`config.mk`:
```
export PLATFORM = sky130hd
export DESIGN_NAME = prog_counter
export DESIGN_NICKNAME = d
export VERILOG_FILES = /design/src/rtl/prog_counter_pkg.sv /design/src/rtl/prog_counter_target_lut.sv /design/src/rtl/prog_counter.sv
export SDC_FILE = /design/constraint.sdc
export NUM_CORES = 1
export LEC_CHECK = 0
export ABC_AREA = 1
export BUFFER_PORTS_ARGS = -buffer_cell sky130_fd_sc_hd__buf_4
export CAP_MARGIN = 20
export CORE_ASPECT_RATIO = 0.8
export CORE_UTILIZATION = 25
export CTS_CLUSTER_SIZE = 40
export DETAILED_ROUTE_END_ITERATION = 7
export GPL_ROUTABILITY_DRIVEN = 0
export PLACE_DENSITY = 0.44
export SKIP_CTS_REPAIR_TIMING = 1
export SYNTH_ARGS = -nofsm -noshare
export SYNTH_HDL_FRONTEND = slang
export SYNTH_SLANG_ARGS = --single-unit
```
`constraint.sdc`:
```
create_clock -name Clk -period 1.2 [get_ports Clk]
set_input_delay 0.06 -clock Clk [delete_from_list [all_inputs] [get_ports Clk]]
set_output_delay 0.06 -clock Clk [all_outputs]
set_load 0.02 [all_outputs]
```
`src/rtl/prog_counter_pkg.sv`:
```
// Shared definitions for the fetch-stage program counter: state encoding, default
// PC width and the branch-target table.
package prog_counter_pkg;

  localparam int PC_W_DEFAULT = 10;

  typedef enum logic [1:0] {
    S_IDLE = 2'd0,
    S_LOAD = 2'd1,
    S_RUN  = 2'd2,
    S_HALT = 2'd3
  } fetch_state_t;

  localparam logic [PC_W_DEFAULT-1:0] kJumpTarg [4] = '{
    10'h040,
    10'h123,
    10'h2A5,
    10'h3F7
  };

endpackage

```
`src/rtl/prog_counter_target_lut.sv`:
```
// Branch-target lookup: 2-bit decoder index to a PC_W-wide jump target.
// Table entries are resized to PC_W, so narrow PCs keep the low bits.
module target_lut
  import prog_counter_pkg::*;
#(
  parameter int PC_W = PC_W_DEFAULT
) (
  input  logic [1:0]      i_sel,
  output logic [PC_W-1:0] o_targ
);

  logic [PC_W_DEFAULT-1:0] w_raw;

  assign w_raw  = kJumpTarg[i_sel];
  assign o_targ = PC_W'(w_raw);

endmodule

```
`src/rtl/prog_counter.sv`:
```
// Fetch-stage program counter with IDLE/LOAD/RUN/HALT sequencing and je/jne redirect.
// Optional RUN-cycle counter (CycleCt port) built when CYCLE_COUNT_EN is defined.
module prog_counter
  import prog_counter_pkg::*;
#(
  parameter int PC_W = PC_W_DEFAULT
`ifdef CYCLE_COUNT_EN
  ,parameter int CNT_W = 16
`endif
) (
  input  logic             Clk,
  input  logic             Reset,
  input  logic             Start,
  input  logic             JumpEqual,
  input  logic             JumpNotEqual,
  input  logic [1:0]       TargSel,
  input  logic             EqualFlag,
  input  logic             Ack,
  output logic [PC_W-1:0]  ProgCtr,
  output logic             Running,
  output logic             Done
`ifdef CYCLE_COUNT_EN
  ,output logic [CNT_W-1:0] CycleCt
`endif
);

  fetch_state_t    r_state;
  fetch_state_t    w_state_nxt;
  logic [PC_W-1:0] r_pc;
  logic [PC_W-1:0] w_pc_nxt;
  logic [PC_W-1:0] w_targ;
  logic            r_running;
  logic            r_done;
  logic            w_running_nxt;
  logic            w_done_nxt;
  logic            w_taken;

  target_lut #(
    .PC_W (PC_W)
  ) u_target_lut (
    .i_sel  (TargSel),
    .o_targ (w_targ)
  );

  // An illegal je+jne encoding resolves as je alone.
  assign w_taken = JumpEqual ? EqualFlag : (JumpNotEqual & ~EqualFlag);

  always_ff @(posedge Clk) begin
    if (Reset) begin
      r_state <= S_IDLE;
    end else begin
      r_state <= w_state_nxt;
    end
  end

  always_comb begin
    w_state_nxt = r_state;
    case (r_state)
      S_IDLE: if (Start) w_state_nxt = S_LOAD;
      S_LOAD: if (!Start) w_state_nxt = S_RUN;
      S_RUN: begin
        if (Start) begin
          w_state_nxt = S_LOAD;
        end else if (Ack) begin
          w_state_nxt = S_HALT;
        end
      end
      S_HALT: if (Start) w_state_nxt = S_LOAD;
      default: w_state_nxt = S_IDLE;
    endcase
  end

  always_comb begin
    w_pc_nxt = r_pc;
    case (r_state)
      S_IDLE: if (Start) w_pc_nxt = '0;
      S_LOAD: w_pc_nxt = '0;
      S_RUN: begin
        // Halt freezes the PC and wins over any jump in the same instruction.
        if (Start) begin
          w_pc_nxt = '0;
        end else if (Ack) begin
          w_pc_nxt = r_pc;
        end else if (w_taken) begin
          w_pc_nxt = w_targ;
        end else begin
          w_pc_nxt = r_pc + 1'b1;
        end
      end
      S_HALT: if (Start) w_pc_nxt = '0;
      default: w_pc_nxt = '0;
    endcase
    w_running_nxt = (w_state_nxt == S_RUN);
    w_done_nxt    = (w_state_nxt == S_HALT);
  end

  always_ff @(posedge Clk) begin
    if (Reset) begin
      r_pc      <= '0;
      r_running <= 1'b0;
      r_done    <= 1'b0;
    end else begin
      r_pc      <= w_pc_nxt;
      r_running <= w_running_nxt;
      r_done    <= w_done_nxt;
    end
  end

  assign ProgCtr = r_pc;
  assign Running = r_running;
  assign Done    = r_done;

`ifdef CYCLE_COUNT_EN
  logic [CNT_W-1:0] r_cyc;

  // Counts every cycle spent in RUN, including the Ack cycle; saturates at all-ones.
  always_ff @(posedge Clk) begin
    if (Reset || (r_state == S_LOAD) || (w_state_nxt == S_LOAD)) begin
      r_cyc <= '0;
    end else if ((r_state == S_RUN) && (r_cyc != '1)) begin
      r_cyc <= r_cyc + 1'b1;
    end
  end

  assign CycleCt = r_cyc;
`endif

endmodule

```
; ---- Yosys cells after proc, flatten, opt, wreduce, memory -nomap -nowiden
; Index checks and enable logic that the tools add are counted.
[classes]
n_addsub = 1
magnitude_cmp = 1
n_eq_ne = 7
mux = 14
bitwise_logic = 3
n_reduce_logical = 3
[ops]
columns = operator, n
row1 = 10-bit 2-to-1 mux, 6
row2 = 10-bit one-hot mux with 3 select lines, 1
row3 = 10-bit binary-select mux with 2-bit select, 1
row4 = 10-bit by 1-bit adder with 10-bit output (second input constant), 1
row5 = 2-bit equality test (second input constant), 4
row6 = 2-bit 2-to-1 mux, 4
row7 = 2-bit one-hot mux with 3 select lines, 1
row8 = 3-bit >= comparator (second input constant), 1
row9 = 3-bit inequality test (second input constant), 1
row10 = 2-bit inverter with 3-bit output, 1
row11 = 2-bit by 1-bit equality test with 1-bit output (second input constant), 1
row12 = 2-bit zero test, 1
row13 = 2-bit by 1-bit inequality test with 1-bit output (second input constant), 1
row14 = 2-bit AND reduction, 1
row15 = 2-bit OR reduction, 1
row16 = 1-bit bitwise AND, 1
row17 = 1-bit 2-to-1 mux, 1
row18 = 1-bit inverter, 1
[totals]
regBits = 14
in_bits = 9
output_inout_bits = 12

; ---- Depth between registers and ports, before layout
; Gate-level depths: netlist of the first run.
[depth]
word_depth = 8
ltp_mapped = 9
ltp_nobuf = 9

; ---- Modules after synthesis
; A second synthesis of the first run with hierarchy kept.
[hier_totals]
hier_cells = 153
area_unflattened_um2 = 1006.0
[by_module_without_submodules]
columns = module, n_inst, cells_per_inst, area_each_um2, seq_area_each_um2
row1 = prog_counter, 1, 139, 909.6, 280.3
row2 = target_lut, 1, 14, 96.3, 0.0

; ---- Worst setup path after synthesis of the first run
; Ideal clock, no wire load.
[synth_timing]
path_kind = flip-flop to flip-flop
from = register r_pc[0], in the netlist ProgCtr[0]
to = register r_pc[8], in the netlist ProgCtr[8]
t_arrival_ps = 1224
slack_ps = -163
path_stages_with_launch = 9
path_cell_list = dfxtp_1 ha_1 nand2_1 nor2_2 nand3_1 nand2_1 nand3_1 nand2_1 a21oi_2
[synth_between]
elab_chain_len = 5
[synth_rtl]
columns = element, line
row1 = "start, declared", prog_counter.sv:29  ; logic [PC_W-1:0] r_pc;
row2 = "start signal, assigned", prog_counter.sv:103  ; r_pc <= w_pc_nxt;
row3 = 10-bit by 1-bit adder with 10-bit output, prog_counter.sv:87  ; w_pc_nxt = r_pc + 1'b1;
row4 = 10-bit 2-to-1 mux, prog_counter.sv:84  ; end else if (w_taken) begin
row5 = 10-bit 2-to-1 mux, prog_counter.sv:82  ; end else if (Ack) begin
row6 = 10-bit 2-to-1 mux, prog_counter.sv:80  ; if (Start) begin
row7 = 10-bit one-hot mux with 3 select lines, prog_counter.sv:75  ; case (r_state)
; No other way between the ends. The select of a mux whose other input is x is not followed.
; A chain may end at the register's enable or synchronous reset.

; ---- Final worst setup path of the first run
[layout_timing]
from = register r_state[0]
to = register r_running, in the netlist Running
[layout_between]
elab_chain_len = 4
word_cells_on_any_way = 11
classes_between = eq/ne (4) / mux (5) / reduce/logical (2)
[layout_rtl]
columns = element, line
row1 = "start, declared", prog_counter.sv:27  ; fetch_state_t r_state;
row2 = "start signal, assigned", prog_counter.sv:52  ; r_state <= w_state_nxt;
row3 = 2-bit equality test (tied with other cells), prog_counter.sv:58  ; case (r_state)
row4 = 2-bit OR reduction (no line) or 2-bit 2-to-1 mux (tied branches), --
row5 = 2-bit one-hot mux with 3 select lines (*), prog_counter.sv:58
row6 = 2-bit equality test (*), prog_counter.sv:93  ; w_running_nxt = (w_state_nxt == S_RUN);
row7 = "end signal, assigned", prog_counter.sv:104  ; r_running <= w_running_nxt;
row8 = "end, declared", prog_counter.sv:32  ; logic r_running;
; Mark *: on every way between the ends. The rest lies on a longest branch, timed or not.

==> results.yml, run 1 <==
pwr:
  pwr-share-comb: 0.243
  ir_worst_vdd_mv: 0.5318
  pwr-share-clk: 0.373
  p_per_area_nw_per_um2: 891.0
  p_sw_w: 0.0003527
  power.internal_w: 0.0008993
  seqPwrFrac: 0.383
  sw_frac_of_total: 0.2817
  p_leak_nw: 0.6194
placement:
  placed_cell_area_um2: 1250
  hpwl_um: 1920
  port_buffers: 20
  preCtsSetupSlack_ns: -0.1132
  dpl.cell_count: 217
detailed_routing:
  drc: 0
  avgViaCountPerCell: 4.473
  routedWlPerCell_um: 11.75
  via_count: 1002
  first_iter_violations: 40
  antenna_left: 0
  wl_um: 2633
  drtPass1Iterations: 4
worst_setup_path:
  critPathLaunchType: "flop"
  endpoint_kind: "flop"
  path_max_fanout: 3
  required_ns: 1.35
  crit_type: "flop to flop"
  cp.arrival_ns: 1.44
sta:
  timing.final.ws_setup_ns: -0.09574
  period_share: 1.080
  setup_viol: 12
  drv_slew: 0
  worstMarginPinSlew_ns: 0.2587
  final_hold_viol_count: 0
  timing.setup.tns_ns: -0.6973
  layout_min_cycle_time_ns: 1.296
  rsz0062_at_grt: "true"
  fmax_mhz: 771.8
  maxSlewHeadroom: 0.8275
  finalClockSkew_ns: 0.004017
yosys:
  yosysTopAreaCellShare: 0.2928
  syn_nets: 159
  yosys.cell_count.top_type: "nand2_1"
  synth-edff-count: 0
  yosysWarnings: 0
  synth.area.top_cells: "dfxtp_1 29%, nand2_1 17%, inv_1 8.6%, a21oi_2 8.2%, ha_1 6.5%"
  ys_types: 26
  avgSynthCellArea_um2: 6.601
  seq_area_frac_synth: 0.2928
  syn_area_um2: 957.2
  ys_ff_latch: 14
  synthCells: 145
  synthArstFlopShare: 0
  synth_top_area_cell: "dfxtp_1"
  yosys-top-cells-count: "44 x nand2_1, 22 x inv_1, 14 x dfxtp_1"
  synthFlopType: "dfxtp_1"
clock_tree:
  clockBufferDepth: 2
  ctsRootBufferMaster: "clkbuf_8"
  cts_tree: "done"
  clk_pin_slew_ns: 0.06
  htree_levels: 1
  cts_buffers: 3
  clock-sinks: 14
  clkLatencyLatePin_ns: 0.25
global_routing:
  grt_max_degree: 14
  antenna_found_initial: 0
  track_usage: 0.1383
  grt_pass1_vias: 941
  grt_first_pass_wirelength_um: 4340
  grt_overflow_total: 0
flow_run:
  cap_violations: 0
cells_and_area:
  areaGrowthSynthToFinish_pct: 46.80
  antenna_cells: 0
  num-nets-final: 197
  layoutNonFillerInstCount: 224
  final_cell_area_um2: 1405
  nFillCells: 383
  drive_gt1_frac: 0.4451
die:
  boundaryPins: 21
  dieHeight_um: 57.35
  start_util: 0.2702
  die_w_um: 71.18
  num_rows: 19
  dieArea_um2: 4082
  core_area_um2: 3542
worst_hold_path:
  hold_path_class: "input pin to flop"
status:
  status: "complete, but fails checks"
  failed_checks: "setup timing"
-- cells in the final DEF (no fill, tap or decap), drive strengths merged, types with 4 or more instances in the layout --
cell / Yosys / layout
nand2: 45 / 45
dfxtp: 14 / 14
inv: 25 / 25
buf: 2 / 36
o21ai: 6 / 6
nor2: 11 / 11
a21oi: 14 / 14
ha: 5 / 5
clkbuf: 1 / 4
nand3: 12 / 12
-- layer usage --
metal  part of all wire  track usage  wire length, µm
met5                  0            0                0
met2               0.47       0.2177             1230
met4             0.0080      0.03429               21
met1               0.48       0.1857             1268
met3              0.043      0.04240              113
-- power groups by stage --
stage | sequential [W] | clock (W) | combinational, W
after floorplan | 0.000495 | 0 | 0.000139
after global placement | 0.000488 | 0 | 0.000226
after detailed placement | 0.000488 | 0 | 0.000232
after CTS | 0.000478 | 0.000491 | 0.000234
after global routing | 0.000482 | 0.000511 | 0.000329
final | 0.000480 | 0.000467 | 0.000305
-- flip-flops by register name, indices dropped and copies added, names as in the netlist --
name and cells:
Done 1, Running 1, ProgCtr 10, r_state 2
-- cell type report --
class                           instances  area (µm²)  share of cell area
Sequential cell                        14       294.0              0.2093
Tap cell                               42       52.55             0.03740
Timing Repair Buffer                   36       274.0              0.1950
Inverter                               25       101.3             0.07213
Clock buffer                            4       55.05             0.03918
Multi-Input combinational cell        103       628.1              0.4470
-- stage by stage --
step / total power (W) / hold slack [ns] / util
5_1_grt: 0.001322 / 0.1151 / 0.3967
4_1_cts: 0.001202 / 0.1032 / 0.3684
2_1_floorplan: 0.0006333 / 0.1318 / -
6_report: 0.001252 / 0.1115 / 0.3967
3_3_place_gp: 0.0007136 / 0.3602 / 0.3529
3_5_place_dp: 0.0007202 / 0.3719 / 0.3529
-- cells by family after synthesis --
kind of cell             Yosys count  synth area share
buffers and inverters             28            0.1189
adder cells (fa/ha/maj)            5           0.06536
AO/OA/AOI/OAI                     22            0.1595
AND/OR/NAND/NOR                   76            0.3634
flip-flops                        14            0.2928
-- critical path, stage by stage (launching register included) --
cell,delay (ns)
dfxtp_2,0.33
inv_2,0.05
ha_4,0.17
buf_4,0.13
a21oi_2,0.11
o21ai_1,0.06
o21ai_1,0.11
nor2_1,0.09
and2_1,0.14
-- path summary, 6_finish.rpt --
kind | slack, ns | startpoint | depth (start not counted) | end
hold / removal | 0.11 | Reset | 2 | ProgCtr[5]$_SDFFE_PP0P_
setup reg to reg | -0.1 | r_state[0]$_SDFF_PP0_ | 8 | Running$_SDFF_PP0_
setup / recovery | -0.1 | r_state[0]$_SDFF_PP0_ | 8 | Running$_SDFF_PP0_
hold reg to reg | 0.52 | ProgCtr[9]$_SDFFE_PP0P_ | 2 | ProgCtr[9]$_SDFFE_PP0P_
Power figures use the tool's default switching activity.
==> run 2, diff against run 1 <==
--- a/config.mk
+++ b/config.mk
@@ -8,7 +8,7 @@
 export ABC_AREA = 1
 export BUFFER_PORTS_ARGS = -buffer_cell sky130_fd_sc_hd__buf_4
 export CAP_MARGIN = 20
-export CORE_ASPECT_RATIO = 0.8
+export CORE_MARGIN = 4
 export CORE_UTILIZATION = 25
 export CTS_CLUSTER_SIZE = 40
 export DETAILED_ROUTE_END_ITERATION = 7
@@ -17,4 +17,5 @@
 export SKIP_CTS_REPAIR_TIMING = 1
 export SYNTH_ARGS = -nofsm -noshare
 export SYNTH_HDL_FRONTEND = slang
+export SYNTH_HIERARCHICAL = 1
 export SYNTH_SLANG_ARGS = --single-unit
==> run 2 against run 1 <==
Net effect: clock-buffer cell count unchanged; area after synthesis is 5.1% higher; synthesized cell count increased by 5.5%; fmax decreased by 3.5%; design area rose by 5.7%; combinational power rose by 11%; first-iteration DRC count decreased by 28%; register-to-register slack lost 0.05 ns; non-clock buffer count is 3 higher; the flow still finishes with violations (setup timing); clock power rose by 2%; global-route usage is 3.9 points lower; largest cell class unchanged; setup slack got worse by 0.047 ns.
==> results.yml, run 2 <==
global_routing:
  grt_max_degree: 21
  grt_first_pass_wirelength_um: 4077
  track_usage: 0.09910
  grt_overflow_total: 0
  antenna_found_initial: 0
  grt_pass1_vias: 953
pwr:
  ir_worst_vdd_mv: 0.4467
  p_leak_nw: 0.6629
  p_per_area_nw_per_um2: 874.7
yosys:
  yosysWarnings: 6
  ys_types: 28
  seq_area_frac_synth: 0.2786
  avgSynthCellArea_um2: 6.575
  synthArstFlopShare: 0
  yosys-top-cells-count: "36 x nand2_1, 24 x inv_1, 14 x dfxtp_1, 14 x nand3_1, 10 x a21oi_1"
  syn_nets: 167
  ys_ff_latch: 14
  synth-edff-count: 0
  synthCells: 153
  synth_top_area_cell: "dfxtp_1"
  synth.area.top_cells: "dfxtp_1 28%, nand2_1 13%, inv_1 9.0%, nand3_1 7.0%, ha_1 6.2%"
  synthFlopType: "dfxtp_1"
  syn_area_um2: 1006
  yosys.cell_count.top_type: "nand2_1"
  yosysTopAreaCellShare: 0.2786
sta:
  rsz0062_at_grt: "true"
  fmax_mhz: 744.6
  finalClockSkew_ns: 0.004290
  layout_min_cycle_time_ns: 1.343
  final_hold_viol_count: 0
  period_share: 1.119
  setup_viol: 14
  timing.final.ws_setup_ns: -0.1431
  timing.setup.tns_ns: -1.560
  drv_slew: 0
clock_tree:
  clk_pin_slew_ns: 0.07
  clkLatencyLatePin_ns: 0.25
  clockBufferDepth: 2
  htree_levels: 1
  clock-sinks: 14
  cts_tree: "done"
  ctsRootBufferMaster: "clkbuf_8"
  cts_buffers: 3
die:
  num_rows: 22
  boundaryPins: 21
  dieHeight_um: 71.44
  die_w_um: 71.44
  dieArea_um2: 5103
  core_area_um2: 3771
  start_util: 0.2668
worst_setup_path:
  r2r-end: "ProgCtr[6]$_SDFFE_PP0P_"
  crit-reg2reg-launch: "r_state[0]$_SDFF_PP0_"
  crit_type: "flop to flop"
  r2r_slack_ns: -0.14
  required_ns: 1.39
  cp.arrival_ns: 1.53
  endpoint: "ProgCtr[6]$_SDFFE_PP0P_"
  critPathLaunchType: "flop"
  path_max_fanout: 5
  worst-r2r-cell-count: 8
  endpoint_kind: "flop"
  crit_start: "r_state[0]$_SDFF_PP0_"
cells_and_area:
  largest_reg_flops: 10
  antenna_cells: 0
  areaGrowthSynthToFinish_pct: 47.64
  drive_gt1_frac: 0.4270
  final_cell_area_um2: 1485
  final_cell_mix: "33 x buf_4, 29 x nand2_1, 22 x inv_1, 13 x nand3_1, 11 x dfxtp_1"
  fin_util: 0.3938
  num-nets-final: 200
  final_common_cell: "buf_4"
detailed_routing:
  via_count: 1017
  first_iter_violations: 29
  drc: 0
  antenna_left: 0
  avgViaCountPerCell: 4.365
  drtPass1Iterations: 4
  routedWlPerCell_um: 11.18
  wl_um: 2606
status:
  status: "complete, but fails checks"
  failed_checks: "setup timing"
worst_hold_path:
  hold_path_class: "input pin to flop"
placement:
  port_buffers: 20
  placed_cell_area_um2: 1305
  hpwl_um: 1895
flow_run:
  cap_violations: 0
==> run 2: per-layer routing <==
layer  vias up  share of wire  track usage
met5         -              0            0
met4         0          0.014      0.05010
met3         2          0.022      0.01683
met2        13           0.47       0.1561
met1       463           0.49       0.1294
li1        539              -            -
==> run 2: worst min-delay path by stage <==
stage | start | to | slack (ns) | depth (start not counted)
3_5_place_dp | Reset | ProgCtr[9]$_SDFFE_PP0P_ | 0.34 | 2
6_report | Reset | ProgCtr[4]$_SDFFE_PP0P_ | 0.10 | 2
5_1_grt | Reset | ProgCtr[5]$_SDFFE_PP0P_ | 0.11 | 2
3_3_place_gp | Reset | ProgCtr[7]$_SDFFE_PP0P_ | 0.34 | 2
2_1_floorplan | Reset | ProgCtr[1]$_SDFFE_PP0P_ | 0.13 | 1
4_1_cts | Reset | ProgCtr[9]$_SDFFE_PP0P_ | 0.08 | 2
==> run 2: final cells by class <==
| class | instances | area [µm²] |
|---|---|---|
| inverters | 28 | 107.6 |
| repair buffers | 39 | 324.1 |
| well taps | 48 | 60.06 |
| multi-input cells | 100 | 654.4 |
| clock buffers | 4 | 55.05 |
| fillers | 405 | 2286 |
| flip-flops and latches | 14 | 284.0 |
==> run 2: power by group <==
part / leakage (nW) / internal, W / switching, W
Clock: 0.0288 / 0.000291 / 0.000185
Sequential: 0.114 / 0.000478 / 0.00000723
Combinational: 0.520 / 0.000160 / 0.000179
Total: 0.663 / 0.000928 / 0.000371
==> run 2: per-stage QoR <==
stage	total power, W	setup WS, ns	instances	hold slack, ns
after CTS	0.001247	-0.2379	230	0.08065
after floorplan	0.0006670	-0.1463	153	0.1291
after global placement	0.0007636	-0.2219	226	0.3405
after global routing	0.001372	-0.2554	233	0.1088
final	0.001299	-0.1431	233	0.1019
after detailed placement	0.0007701	-0.2246	226	0.3444
==> run 2: cell families (layout without fill, tap and decap cells) <==
logic type      after synthesis  count (layout)  synth area share
flops                        14              14            0.2786
xor+xnor                      2               2           0.01742
compound gates               25              25            0.1468
buf+inv                      39              71            0.1754
simple gates                 67              67            0.3159
other cells                   1               1          0.003728
fa+ha+maj                     5               5           0.06219
==> run 2: worst max-delay path, stage by stage, from the launching register on <==
cell,delay (ns)
dfxtp_2,0.33
inv_2,0.04
ha_4,0.26
inv_4,0.04
buf_6,0.12
a21oi_4,0.16
buf_6,0.15
nand2_1,0.06
a21oi_2,0.13
